### config.mk
export PLATFORM = sky130hd
export DESIGN_NAME = pc_fetch_unit
export DESIGN_NICKNAME = d
export VERILOG_FILES = /design/src/rtl/pc_fetch_unit.sv
export SDC_FILE = /design/constraint.sdc
export NUM_CORES = 1
export LEC_CHECK = 0
export CAP_MARGIN = 20
export CORE_UTILIZATION = 43
export DETAILED_ROUTE_END_ITERATION = 6
export HOLD_SLACK_MARGIN = 0.02
export PLACE_DENSITY = 0.86
export SLEW_MARGIN = 20
export SYNTH_ARGS = -nofsm -noshare
export SYNTH_HDL_FRONTEND = slang
export SYNTH_SLANG_ARGS = --single-unit
### constraint.sdc
create_clock -name in_clk -period 6.1 [get_ports in_clk]
set_clock_uncertainty 0.2 [all_clocks]
set_input_delay 1.83 -clock in_clk [delete_from_list [all_inputs] [get_ports in_clk]]
set_output_delay 1.83 -clock in_clk [all_outputs]
set_load 0.02 [all_outputs]
### src/rtl/pc_fetch_unit.sv
// Instruction fetch front end: holds the PC, requests one word at a time from
// instruction memory and presents it to decode, with single-cycle redirects.
module pc_fetch_unit #(
  parameter logic [31:0] RESET_PC = 32'h0000_0000,
  parameter logic [31:0] PC_INC   = 32'd1
) (
  input  logic        in_clk,
  input  logic        in_rst_n,
  input  logic        in_take,
  input  logic [31:0] in_target,
  input  logic        in_stall,
  input  logic        in_imem_ready,
  input  logic [31:0] in_imem_rdata,
  output logic        out_imem_req,
  output logic [31:0] out_imem_addr,
  output logic        out_instr_valid,
  output logic [31:0] out_instr,
  output logic [31:0] out_pc,
  output logic [31:0] out_pc_plus,
  output logic        out_flush
);

  typedef enum logic [1:0] {
    IDLE  = 2'd0,
    FETCH = 2'd1,
    VALID = 2'd2
  } state_t;

  state_t      r_state;
  logic [31:0] r_pc;
  logic [31:0] r_instr;
  logic        r_req;
  logic        r_valid;
  logic        r_flush;
  logic [31:0] w_pc_plus;

  // Natural 32-bit addition gives the silent wrap at the top of the space.
  assign w_pc_plus       = r_pc + PC_INC;
  assign out_imem_addr   = r_pc;
  assign out_pc          = r_pc;
  assign out_pc_plus     = w_pc_plus;
  assign out_imem_req    = r_req;
  assign out_instr_valid = r_valid;
  assign out_instr       = r_instr;
  assign out_flush       = r_flush;

  // Fetch FSM; req/valid are registered alongside the next state so they never overlap.
  always_ff @(posedge in_clk or negedge in_rst_n) begin
    if (!in_rst_n) begin
      r_state <= IDLE;
      r_pc    <= RESET_PC;
      r_instr <= 32'd0;
      r_req   <= 1'b0;
      r_valid <= 1'b0;
      r_flush <= 1'b0;
    end else begin
      r_flush <= 1'b0;
      if (in_take) begin
        // Redirect wins over stall and any same-cycle memory return.
        r_pc    <= in_target;
        r_valid <= 1'b0;
        r_flush <= 1'b1;
        r_req   <= 1'b1;
        r_state <= FETCH;
      end else begin
        case (r_state)
          IDLE: begin
            r_req   <= 1'b1;
            r_state <= FETCH;
          end
          FETCH: begin
            if (in_imem_ready) begin
              r_instr <= in_imem_rdata;
              r_valid <= 1'b1;
              r_req   <= 1'b0;
              r_state <= VALID;
            end else begin
              r_req   <= 1'b1;
              r_state <= FETCH;
            end
          end
          VALID: begin
            if (in_stall) begin
              r_req   <= 1'b0;
              r_state <= VALID;
            end else begin
              r_pc    <= w_pc_plus;
              r_valid <= 1'b0;
              r_req   <= 1'b1;
              r_state <= FETCH;
            end
          end
          default: begin
            r_req   <= 1'b0;
            r_valid <= 1'b0;
            r_state <= IDLE;
          end
        endcase
      end
    end
  end

endmodule

# == Yosys cells after proc, flatten, opt, wreduce, memory -nomap -nowiden ==
# Index checks and enable logic that the tools add are counted.
# word_totals
out_inout_bits,131
register_bits,69
romBits,0
word_cells,35
latch_bits,0
in_bits,69
n_memories,0
ram_bits,0
# op_classes
bitwise_logic,1
order_cmp,0
n_reduce_logical,5
mul,0
n_mux,16
n_shift,0
addsub,1
div_mod_pow,0
eq_ne,6
# op_table
op,n
32-bit 2-to-1 mux,3
32-bit by 1-bit adder with 32-bit output (second input constant),1
1-bit 2-to-1 mux,7
2-bit 2-to-1 mux,3
3-bit inequality test (second input constant),2
1-bit one-hot mux with 3 select lines,2
2-bit one-hot mux with 3 select lines,1
3-bit AND reduction,2
2-bit inequality test (second input constant),2
2-bit by 1-bit == test with 1-bit output (second input constant),1
2-bit == test (second input constant),1
2-bit logical NOT,1
2-bit AND reduction,1
2-bit nonzero test,1
1-bit NOT,1

# == Logic depth before layout (Yosys ltp) ==
# Gate-level depths: netlist of run 1.
# logic_depth
ltp_word,4
mapped_depth,7
depth_no_buf,6

# == Worst setup path before layout of run 1 ==
# OpenSTA, ideal clock, no wires.
# synth_timing
path_type,flip-flop to output port
startpoint,"reg r_pc[4], in the netlist out_imem_addr[4]"
endpoint,out out_pc_plus[29]
t_required_ns,4.070
arrival_time_ns,2.199
slack_ns,1.871
path_stages_with_launch,7
path_cell_list,dfrtp_1 buf_2 nand4_4 nor4_4 nand2_4 or4_4 xnor2_2
# synth_via
elab_chain_len,1
# synth_rtl
element,line_no,text
start: declaration,30,logic [31:0] r_pc;
start signal: assignment,60,r_pc <= in_target;
start signal: assignment,87,r_pc <= w_pc_plus;
32-bit by 1-bit adder with 32-bit output,38,assign w_pc_plus = r_pc + PC_INC;
end: declaration,19,"output logic [31:0] out_pc_plus,"
# No other way between the ends.

# == Worst setup path after layout of run 1 ==
# layout_timing
startpoint,"reg r_pc[9], in the netlist out_imem_addr[9]"
endpoint,out out_pc_plus[29]
# Same word-level chain as after synthesis.

==> results of run 1 <==
## power by group
| part | switching [mW] | leakage [nW] | total (mW) | internal, mW |
|---|---|---|---|---|
| clock | 0.189 | 0.0995 | 0.393 | 0.204 |
| sequential | 0.0718 | 0.815 | 0.593 | 0.521 |
| combinational | 0.261 | 1.43 | 0.551 | 0.290 |
| total | 0.522 | 2.35 | 1.54 | 1.01 |
## worst register-to-register path, stage by stage (launching register included)
cell and delay (ns):
dfrtp_1 0.53, nand4_1 0.25, nor4_1 0.70, nand3_1 0.18, xor2_1 0.18, o21ai_0 0.09
## worst min path at each step
| stage | cells past startpoint | startpoint | endpoint | slack [ns] |
|---|---|---|---|---|
| after floorplan | 2 | r_state[1] | r_state[1] | 0.39 |
| after global placement | 1 | out_instr[20] | out_instr[20] | 0.29 |
| after detailed placement | 1 | out_instr[31] | out_instr[31] | 0.30 |
| after CTS | 1 | out_instr[22] | out_instr[22] | 0.31 |
| after global routing | 1 | out_instr[22] | out_instr[22] | 0.32 |
| final | 1 | out_instr[0] | out_instr[0] | 0.31 |
## stage by stage
step | worst slack (ns) | hold WS, ns | util, %
2_1_floorplan | 1.871 | 0.3862 | -
3_3_place_gp | 1.429 | 0.2889 | 65.51
6_report | 1.001 | 0.3081 | 68.03
4_1_cts | 1.005 | 0.3130 | 67.91
3_5_place_dp | 1.375 | 0.2955 | 65.51
5_1_grt | 0.8515 | 0.3155 | 68.03
## layer usage
layer / vias up / global-route usage, % / part of all wire [%]
li1: 1630 / - / -
met1: 1636 / 27.48 / 39
met2: 218 / 38.35 / 49
met3: 18 / 9.538 / 11
met4: 0 / 7.922 / 1.6
met5: - / 0 / 0
## layout make-up
type                    instances  area (um^2)  area share, %
clock buffers                  10        137.6          2.320
clock inverters                 6        71.32          1.202
inverters                       4        15.01         0.2531
multi-input cells             268         1842          31.04
flip-flops and latches         68         1702          28.68
well taps                     108        135.1          2.278
repair buffers                205         2031          34.23
## registers in the layout (all words and copies together) (netlist names)
signal,flops
out_instr,32
out_imem_addr,32
r_state,1
out_imem_req,1
out_flush,1
out_instr_valid,1
## cell usage in the layout, fill, tap and decap left out, types with 2 or more instances in the layout
cell               n
xor2_1            41
nor2_1            17
dfrtp_1           68
buf_2              2
clkdlybuf4s50_1  197
xnor2_1           19
clkinvlp_4         2
inv_6              2
nand2_1           57
nand4b_1           2
clkbuf_8          10
buf_4              5
nand3_1           16
nand4_1           20
inv_1              4
and3_1             3
o21ai_0           33
nor3_2             2
nor3_1             4
nor4_1             5
mux2_2            32
## kinds of logic (layout without fill, tap and decap cells)
group	Yosys count	in the layout	share of synthesized area, %
simple gates	136	136	18.42
buf+inv	57	225	8.788
fa+ha+maj	1	1	0.3231
flops	68	68	43.94
mux	33	33	9.564
xor+xnor	61	61	13.99
compound gates	37	37	4.976
==> flow_summary.toml, run 1 <==
[worst_setup_path]
reg2reg_to = "out_imem_addr[26]"
slowest_delay_ns = 0.62
crit_path_end = "out_pc_plus[29]"
worst-path-buf-inv = 1
r2r_start = "out_imem_addr[18]"
crit_chain = "nand4_1 -> nor3_4 -> nand2_4 -> or4_4 -> xnor2_2 -> clkdlybuf4s50_1"
cp.depth = 6
critPathLaunchType = "flip-flop"
required_ns = 4.07
ff2ff_path_depth = 5
reg2reg_slack_ns = 3.81
cp_max_fo = 10
crit_arrival_ns = 3.07
critPathSlowestCell = "clkdlybuf4s50_1"
criticalPathCategory = "flip-flop to primary output"
critPathCaptureType = "primary output"
cp_top_family = "simple AND/OR/NAND/NOR gates"
cp-startpoint = "out_imem_addr[9]"

[synth]
synth_top_area_share_pct = 43.94
netlist_area_mm2 = 0.003872
ys_types = 36
ys_seq_elements = 68
syn_avg_cell_area_um2 = 9.854
synth_cells = 393
synth_commonest_cells = "dfrtp_1 (68), nand2_1 (57), xor2_1 (41)"
ys.flop_type = "dfrtp_1"
yosysSeqAreaShare_pct = 43.94
synth_top_area_cell = "dfrtp_1"
yosys_warnings = 0
yosys-top-cells-area = "dfrtp_1 (44%), mux2_2 (9.3%), xor2_1 (9.3%)"
yosysMostFrequentCell = "dfrtp_1"
async_flop_share_pct = 100.0
synth.net_count = 463
synth-edff-count = 0

[routing]
drcViolationCount = 0
viasPerCell = 5.235
first_pass_iters = 7
ant_nets = 0
route.vias.total = 3502
wl_per_cell_um = 16.43
drt_iter0_markers = 142
drt-total-wl_um = 10990

[power_and_ir_drop]
ir_worst_vdd_uv = 178.0
p_total_mw = 1.536
leakagePower_nw = 2.349
p_per_area_mw_per_mm2 = 258.9

[sta]
hold_viol_final = 0
rsz0062_at_grt = "no"
setup_violations = 0
slew_violations = 0
timing_worst_slew_pin_value_ns = 0.8247
min_period_ns = 5.099
fmax_ghz = 0.1961
fin_crit_sh_pct = 83.59
finalSetupTns_ns = 0
slew_headroom_pct = 45.02

[clock_network]
cts_root_buf = "clkbuf_8"
clock-sinks = 68
numCtsBuffers = 9
h-tree-depth = 3
clkSlewWorstSetupHoldPaths_ns = 0.08
cts_setup_buffers = 0
ctsResizeCount = 0
clk_path_buf_depth = 2
cts-hold-fix-buffers = 0
insertion_delay_ns = 0.34
cts_tree = "yes"

[layout]
instances_no_fill = 669
syn_to_final_growth_pct = 53.21
nets = 626
drive_above_1_share_pct = 12.12
finalInstanceArea_mm2 = 0.005933
nFillCells = 670
antennaDiodeCount = 0

[placed_design]
gp_routability_congestion = 0.9292
dp_hpwl_um = 8288
dpl_cell_area_mm2 = 0.005713
dp.cells = 652
io_buffers = 199

[die]
dieWidth_um = 96.90
die-area_mm2 = 0.009390
io_pins = 200
core_area_mm2 = 0.008721
initial_core_util_pct = 44.40
die_h_um = 96.90
rows = 34

[grt]
grt_pass1_wl_um = 17490
antenna_found_initial = 0
first_global_vias = 3486
grt_max_degree = 51
grt_usage_pct = 23.31
grt_overflow = 0

[run]
drv_cap = 0

[status]
status = "finished, final reports clean"

[min_path]
hp-class = "flip-flop to flip-flop"
Power figures use the tool's default switching activity.
==> inputs of run 2 (changes only) <==
--- a/config.mk
+++ b/config.mk
@@ -6,10 +6,10 @@
 export NUM_CORES = 1
 export LEC_CHECK = 0
 export CAP_MARGIN = 20
-export CORE_UTILIZATION = 43
+export CORE_UTILIZATION = 36
 export DETAILED_ROUTE_END_ITERATION = 6
 export HOLD_SLACK_MARGIN = 0.02
-export PLACE_DENSITY = 0.86
+export PLACE_DENSITY = 0.77
 export SLEW_MARGIN = 20
 export SYNTH_ARGS = -nofsm -noshare
 export SYNTH_HDL_FRONTEND = slang
==> constraint.sdc (replaced) <==
create_clock -name in_clk -period 4.65 [get_ports in_clk]
set_clock_uncertainty 0.2 [all_clocks]
set_input_delay 1.395 -clock in_clk [delete_from_list [all_inputs] [get_ports in_clk]]
set_output_delay 1.395 -clock in_clk [all_outputs]
set_load 0.02 [all_outputs]
==> run 2 against run 1 <==
Register-to-register slack worse by 1.4 ns; count of clock-buffer cells in the layout is 2 higher; wire length increased by 3.3%; critical path depth is the same; design area rose by 0.63%; setup slack worse by 0.81 ns; sequential cell count stayed put; die area up 19%; critical endpoint unchanged.
==> flow_summary.toml, run 2 (same netlist as run 1, synthesis figures left out) <==
[status]
status = "finished, final reports clean"

[routing]
drt_iter0_markers = 106
wl_met3_um = 1327
viasPerCell = 4.986
drt-met1-wl_um = 4492
wl_met2_um = 5382
first_pass_iters = 4
highest-signal-layer = "met4"
route.vias.total = 3480
wl_per_cell_um = 16.26
drt-total-wl_um = 11350
drcViolationCount = 0
ant_nets = 0

[sta]
slew_headroom_pct = 40.21
rsz0062_at_grt = "no"
timing_worst_slew_pin_value_ns = 0.8969
setup_violations = 0
fin_crit_sh_pct = 96.00
min_period_ns = 4.464
slew_violations = 0
finalSetupTns_ns = 0
fmax_ghz = 0.2240
hold_viol_final = 0
worst_slack_ns = 0.1861

[die]
dieWidth_um = 105.7
die-area_mm2 = 0.01118
rows = 37
initial_core_util_pct = 37.34
io_pins = 200
die_h_um = 105.7
core_area_mm2 = 0.01037

[layout]
nets = 629
final_cell_mix = "clkdlybuf4s50_1 (197), dfrtp_1 (68), nand2_1 (57)"
nFillCells = 920
syn_to_final_growth_pct = 54.18
finalInstanceArea_mm2 = 0.005971
drive_above_1_share_pct = 12.10
antennaDiodeCount = 0
instances_no_fill = 698
layout_commonest_cell = "clkdlybuf4s50_1"

[placed_design]
place_ws_ns = 0.5720
io_buffers = 199
dpl_cell_area_mm2 = 0.005781
dp.cells = 684
gp_routability_congestion = 0.8404
dp_hpwl_um = 8370

[clock_network]
numCtsBuffers = 9
insertion_delay_ns = 0.34
clk_path_buf_depth = 2
cts-hold-fix-buffers = 0
h-tree-depth = 3
cts_setup_buffers = 0
cts_root_buf = "clkbuf_8"
ctsResizeCount = 0
clock-sinks = 68
cts_tree = "yes"
clkSlewWorstSetupHoldPaths_ns = 0.08

[min_path]
hp-class = "flip-flop to flip-flop"

[power_and_ir_drop]
p_total_mw = 1.992
p_per_area_mw_per_mm2 = 333.7
leakagePower_nw = 2.365
ir_worst_vdd_uv = 243.0

[grt]
first_global_vias = 3634
grt_max_degree = 69
grt_pass1_wl_um = 18620
antenna_found_initial = 0
grt_usage_pct = 21.29
grt_overflow = 0

[worst_setup_path]
criticalPathCategory = "flip-flop to primary output"
critPathCaptureType = "primary output"
cp_max_fo = 8
critPathLaunchType = "flip-flop"
crit_arrival_ns = 2.87
required_ns = 3.05

[run]
drv_cap = 0
[run 2: cell count changes in the layout (fill, tap and decap cells not counted)]
cell | before | now
clkinv_2 | 0 | 1
inv_6 | 2 | 0
buf_6 | 1 | 0
clkbuf_1 | 0 | 1
buf_4 | 5 | 10
clkinvlp_4 | 2 | 0
clkbuf_8 | 10 | 11
clkinv_4 | 1 | 0
buf_2 | 2 | 1
[run 2: layout make-up]
| type | instances | area, um^2 | area share [%] |
|---|---|---|---|
| multi-input combinational | 268 | 1842 | 30.85 |
| clock inverter | 2 | 35.03 | 0.5868 |
| tap | 136 | 170.2 | 2.850 |
| sequential | 68 | 1702 | 28.50 |
| clock buffer | 12 | 155.1 | 2.598 |
| inverter | 4 | 15.01 | 0.2515 |
| timing repair buffer | 208 | 2052 | 34.37 |
[run 2: path summary, 6_finish.rpt]
kind / startpoint / to / slack, ns / depth (start not counted)
max: out_imem_addr[10] / out_pc_plus[29] / 0.19 / 6
min in group asynchronous: in_rst_n / out_imem_addr[6] / 0.99 / 1
max reg2reg: out_imem_addr[19] / out_imem_addr[28] / 2.40 / 5
min: out_instr[7] / out_instr[7] / 0.31 / 1
max in group asynchronous: in_rst_n / out_imem_req / 2.69 / 1
min reg2reg: out_instr[7] / out_instr[7] / 0.31 / 1
[run 2: power breakdown]
| part | switching [mW] | internal (mW) | leakage [nW] | total [mW] |
|---|---|---|---|---|
| clock network | 0.221 | 0.271 | 0.0983 | 0.491 |
| registers | 0.0935 | 0.684 | 0.815 | 0.777 |
| logic | 0.343 | 0.381 | 1.45 | 0.724 |
| total | 0.657 | 1.34 | 2.36 | 1.99 |
[run 2: worst max-delay path, cell delays in order (launching register included)]
cell and delay, ns:
dfrtp_1 0.52, nand4_1 0.28, nor3_4 0.30, nand2_4 0.10
or4_4 0.56, xnor2_2 0.14, clkdlybuf4s50_1 0.62
[run 2: per-stage QoR]
| step | util [%] | hold slack (ns) |
|---|---|---|
| 2_1_floorplan | - | 0.3862 |
| 3_3_place_gp | 55.74 | 0.2888 |
| 3_5_place_dp | 55.74 | 0.2952 |
| 4_1_cts | 57.58 | 0.3102 |
| 5_1_grt | 57.58 | 0.3279 |
| 6_report | 57.58 | 0.3082 |
[run 2: per-layer routing]
metal | track usage (%) | vias up
met1 | 24.70 | 1659
met4 | 7.440 | 0
li1 | - | 1630
met2 | 35.67 | 177
met5 | 0 | -
met3 | 8.287 | 14
